`src/rtl/fft_driver.sv`:
```
// fft_driver: sequences twiddle priming, sample loading and result unloading
// for an edge-triggered, byte-serial radix-2 butterfly.
module fft_driver #(
   parameter int WAIT_CYC = 10
) (
   input  logic       clk,
   input  logic       rst,
   input  logic       start,
   input  logic [3:0] nbf,
   input  logic [7:0] w1,
   input  logic [7:0] w2,
   input  logic [7:0] din,
   input  logic       din_valid,
   output logic       din_ready,
   output logic [7:0] bf_inp,
   output logic       bf_readyin,
   input  logic [7:0] bf_out,
   output logic [7:0] dout,
   output logic [1:0] dout_idx,
   output logic       dout_valid,
   output logic       busy,
   output logic       done
);
   typedef enum logic [2:0] {
      IDLE   = 3'd0,
      PRIME  = 3'd1,
      LOAD   = 3'd2,
      WAIT   = 3'd3,
      UNLOAD = 3'd4,
      FIN    = 3'd5
   } state_t;

   // WAIT counts from 0 in the b2 pulse cycle; leaving one cycle early lets UNLOAD
   // register its first pulse so it lands exactly WAIT_CYC cycles after b2.
   localparam logic [4:0] WAIT_LAST = 5'(WAIT_CYC - 2);

   state_t     state_r;
   logic       primed_r;
   logic [3:0] rem_r;
   logic [7:0] w1_r;
   logic [7:0] w2_r;
   logic [1:0] step_r;
   logic [4:0] wcnt_r;
   logic [7:0] bf_inp_r;
   logic       bf_readyin_r;
   logic [7:0] dout_r;
   logic [1:0] dout_idx_r;
   logic       dout_valid_r;
   logic       done_r;
   logic       accept_s;

   // A byte is only taken when the previous pulse has dropped, which guarantees a gap cycle.
   assign din_ready = (state_r == LOAD) && !bf_readyin_r && !rst;
   assign busy      = (state_r != IDLE) && !rst;
   assign accept_s  = din_valid && din_ready;

   // Main sequencer: state, counters and every registered butterfly/result output.
   always_ff @(posedge clk) begin
      if (rst) begin
         state_r      <= IDLE;
         primed_r     <= 1'b0;
         rem_r        <= 4'd0;
         w1_r         <= 8'h00;
         w2_r         <= 8'h00;
         step_r       <= 2'd0;
         wcnt_r       <= 5'd0;
         bf_inp_r     <= 8'h00;
         bf_readyin_r <= 1'b0;
         dout_r       <= 8'h00;
         dout_idx_r   <= 2'd0;
         dout_valid_r <= 1'b0;
         done_r       <= 1'b0;
      end else begin
         dout_valid_r <= 1'b0;
         done_r       <= 1'b0;
         case (state_r)
            IDLE: begin
               bf_readyin_r <= 1'b0;
               if (start) begin
                  rem_r  <= nbf;
                  step_r <= 2'd0;
                  if (!primed_r) begin
                     w1_r <= w1;
                     w2_r <= w2;
                  end
                  if (nbf == 4'd0)
                     state_r <= FIN;
                  else if (primed_r)
                     state_r <= LOAD;
                  else
                     state_r <= PRIME;
               end
            end
            PRIME: begin
               if (bf_readyin_r) begin
                  bf_readyin_r <= 1'b0;
                  if (step_r == 2'd3) begin
                     primed_r <= 1'b1;
                     step_r   <= 2'd0;
                     state_r  <= LOAD;
                  end
               end else begin
                  bf_readyin_r <= 1'b1;
                  step_r       <= step_r + 2'd1;
                  case (step_r)
                     2'd1:    bf_inp_r <= w1_r;
                     2'd2:    bf_inp_r <= w2_r;
                     default: bf_inp_r <= 8'h00;
                  endcase
               end
            end
            LOAD: begin
               if (accept_s) begin
                  bf_inp_r     <= din;
                  bf_readyin_r <= 1'b1;
                  step_r       <= step_r + 2'd1;
                  if (step_r == 2'd3) begin
                     wcnt_r  <= 5'd0;
                     state_r <= WAIT;
                  end
               end else begin
                  bf_readyin_r <= 1'b0;
               end
            end
            WAIT: begin
               bf_readyin_r <= 1'b0;
               wcnt_r       <= wcnt_r + 5'd1;
               if (wcnt_r == WAIT_LAST) begin
                  step_r  <= 2'd0;
                  state_r <= UNLOAD;
               end
            end
            UNLOAD: begin
               if (bf_readyin_r) begin
                  bf_readyin_r <= 1'b0;
                  dout_r       <= bf_out;
                  dout_idx_r   <= step_r;
                  dout_valid_r <= 1'b1;
                  step_r       <= step_r + 2'd1;
                  if (step_r == 2'd3) begin
                     rem_r   <= rem_r - 4'd1;
                     state_r <= (rem_r == 4'd1) ? FIN : LOAD;
                  end
               end else begin
                  bf_inp_r     <= 8'h00;
                  bf_readyin_r <= 1'b1;
               end
            end
            FIN: begin
               bf_readyin_r <= 1'b0;
               done_r       <= 1'b1;
               state_r      <= IDLE;
            end
            default: begin
               bf_readyin_r <= 1'b0;
               state_r      <= IDLE;
            end
         endcase
      end
   end

   assign bf_inp     = bf_inp_r;
   assign bf_readyin = bf_readyin_r;
   assign dout       = dout_r;
   assign dout_idx   = dout_idx_r;
   assign dout_valid = dout_valid_r;
   assign done       = done_r;
endmodule

```
`config.mk`:
```
export PLATFORM = sky130hd
export DESIGN_NAME = fft_driver
export DESIGN_NICKNAME = d
export VERILOG_FILES = /design/src/rtl/fft_driver.sv
export SDC_FILE = /design/constraint.sdc
export NUM_CORES = 1
export LEC_CHECK = 0
export ABC_AREA = 1
export CORE_MARGIN = 8
export CORE_UTILIZATION = 40
export DETAILED_ROUTE_END_ITERATION = 12
export HOLD_SLACK_MARGIN = 0.02
export PLACE_DENSITY = 0.69
export REMOVE_ABC_BUFFERS = 1
export SETUP_SLACK_MARGIN = 0.02
export SLEW_MARGIN = 20
export SYNTH_ARGS = -nofsm -noshare
export SYNTH_HDL_FRONTEND = slang
export SYNTH_SLANG_ARGS = --single-unit
```
`constraint.sdc`:
```
create_clock -name clk -period 1.35 [get_ports clk]
set_clock_uncertainty 0.1 [all_clocks]
set_input_delay 0.2025 -clock clk [delete_from_list [all_inputs] [get_ports clk]]
set_output_delay 0.2025 -clock clk [all_outputs]
set_load 0.02 [all_outputs]
```
==> results.cfg <==
[routing]
first_pass_iters = 4
vias = 2984
drtIter0Drc = 197
drc_errors = 0
post_drt_wl_per_cell_um = 14.6
drt_wl_total_mm = 8.53
ant_nets = 0
drt-vias-per-instance = 5.12

[status]
status = finished, violations left
violations = setup timing

[sta]
final-hold-violation-count = 0
relSlewSlack = 0.830
worstMarginPinSlew_ns = 0.254
setup_viol = 50
grt_setup_unrepaired = true
setup_ws_ns = -0.185
period_needed_ns = 1.54
clock.fmax_mhz = 651
tns_ns = -6.58
period_share = 1.14
final_max_slew_viol_count = 0
hold_slack_ns = 0.361

[grt]
grt_pass1_wl_mm = 13.8
track_usage = 0.170
antenna_found_initial = 0
grt_max_degree = 34
grt_overflow = 0
grt_pass1_vias = 2946

[synthesis]
synth-seq-area-share = 0.395
yosysTopAreaCell = dfxtp_1
synth_edf_count = 0
ys_ff_latch = 52
synth_top_area_share = 0.395
ys_types = 30
ys_top_cells_by_area = dfxtp_1 40%, nand2_1 11%, nor2_1 8.6%
ys_warn_count = 0
synthFlopType = dfxtp_1
synth_area_mm2 = 0.00263
synthArstFlopShare = 0
syn_avg_cell_area_um2 = 6.84
netlist_instances = 385

[cts]
clkSinkCount = 52
htreeDepth = 2
cts-buffers-inserted = 5
clock_path_buffers = 2
ctsHoldBuffers = 0
clkSlewWorstSetupHoldPaths_ns = 0.09
cts-root-buf = clkbuf_8
cts_tree = built
clkLatencyLatePin_ns = 0.30

[finish]
fin_cells = 583
final_nets = 552
drive_above_1_share = 0.377
fill_cells = 481
mostFrequentLayoutCells = 61 x nand2_1, 45 x dfxtp_1, 43 x nor2_1, 38 x clkdlybuf4s50_1, 36 x buf_4
multi_input_area_mm2 = 0.00179
layout_commonest_cell = nand2_1
fin_util = 0.703
register_area_mm2 = 0.00106
insertedDiodeCount = 0
area_growth_syn_to_layout_pct = 69.5

[setup_path]
crit_path_max_fanout = 8
worstSetupEndpointType = register
arrival_ns = 1.64
cp.required_ns = 1.46
startpoint_type = register
crit_type = register to register

[power]
power_mw = 8.02
p_switching_mw = 3.54
vdd_ir_drop_max_uv = 838
swShare = 0.441
p_per_area_mw_per_mm2 = 1800
pwr-share-comb = 0.618
pwr-share-clk = 0.110
power_frac_seq = 0.272
p_int_mw = 4.48
leakage_nw = 1.87

[placement]
numPortBuffers = 62
dp_hpwl_mm = 5.39
dp_cells = 553
place.gp.congestion = 0.886

[job]
maxCapViolCount = 0

[floorplan]
start_util = 0.415
num_rows = 29
die_w_um = 97.1
die_y_um = 97.1
die_area_mm2 = 0.00944
pin_count = 63
core_area_mm2 = 0.00635

[worst_hold_path]
hp-class = register to register
## worst paths after layout
kind	cells after the start	to	slack, ns	startpoint
worst max register to register	11	bf_inp[4]	-0.19	state_r[0]
worst max-delay path	11	bf_inp[4]	-0.19	state_r[0]
worst min register to register	2	w1_r[2]	0.36	w1_r[2]
worst min-delay path	2	w1_r[2]	0.36	w1_r[2]
## area by class of cell
type	instances	share of cell area
clock buffers	7	0.0171
clock inverters	1	0.00196
inverters	44	0.0446
multi-input cells	277	0.401
flip-flops and latches	52	0.239
well taps	77	0.0216
repair buffers	122	0.270
repair inverters	3	0.00589
## what timing repair did
item                                    in CTS  in global routing
gates cloned                                 3                  0
endpoints found under the setup margin      74                 62
endpoints found under the hold margin        0                  0
setup buffers                               10                 10
gates resized for setup                    160                 77
pin swaps                                   40                 34
## routing by layer
layer | routed length (um) | global-route usage | share of wire | up-vias
met5 | 0 | 0 | 0 | -
met4 | 75 | 0.0379 | 0.0088 | 0
met2 | 4330 | 0.295 | 0.51 | 98
li1 | - | - | - | 1478
met1 | 3610 | 0.204 | 0.42 | 1400
met3 | 512 | 0.0420 | 0.060 | 8
## power by group through the flow
stage / Sequential [mW] / Clock, mW / Combinational [mW]
5_1_grt: 2.22 / 0.981 / 5.34
3_3_place_gp: 2.14 / 0 / 3.34
6_report: 2.18 / 0.886 / 4.96
4_1_cts: 2.17 / 0.895 / 4.22
3_5_place_dp: 2.15 / 0 / 3.39
2_1_floorplan: 2.33 / 0 / 1.71
## worst max-delay path, cell delays in order (launching register included)
cell and delay (ns):
dfxtp_4 0.37, inv_2 0.09, buf_6 0.13, nand2_4 0.06, nor2_4 0.13, buf_12 0.13
nor2_4 0.05, buf_12 0.14, nand3_2 0.05, nand2_1 0.05, nor2_1 0.11, nor2_1 0.05
## cell usage after synthesis, types with 3 or more instances
cell,n
a21oi_1,35
buf_6,4
clkbuf_1,5
dfxtp_1,52
ha_1,7
inv_1,39
inv_2,3
nand2_1,80
nand3_1,36
nand4_1,3
nor2_1,60
nor2_4,4
o21ai_0,35
o21ai_1,3
## cells by family (layout without fill, tap and decap cells)
logic type,Yosys count,count (layout),synth area share
adders and majority gates,7,7,0.0333
DFF,52,52,0.395
buffers and inverters,56,177,0.0960
AOI/OAI and AO/OA,79,79,0.157
xor gates and xnor gates,1,1,0.00333
and+or+nand+nor,190,190,0.315
## stage by stage
stage	worst slack [ns]	instance area [um^2]
floorplan	-0.359	2550
global placement	-0.539	3620
detailed placement	-0.565	3620
CTS	-0.178	4170
global route	-0.266	4460
finish	-0.185	4460
## registers in the layout, indices dropped and copies added (netlist names), 2 cells and up
signal    cells
wcnt_r        5
state_r       3
dout_idx      2
step_r        2
dout          8
rem_r         4
w1_r          8
w2_r          8
bf_inp        8
No activity file was read; power rests on OpenSTA's default activity.
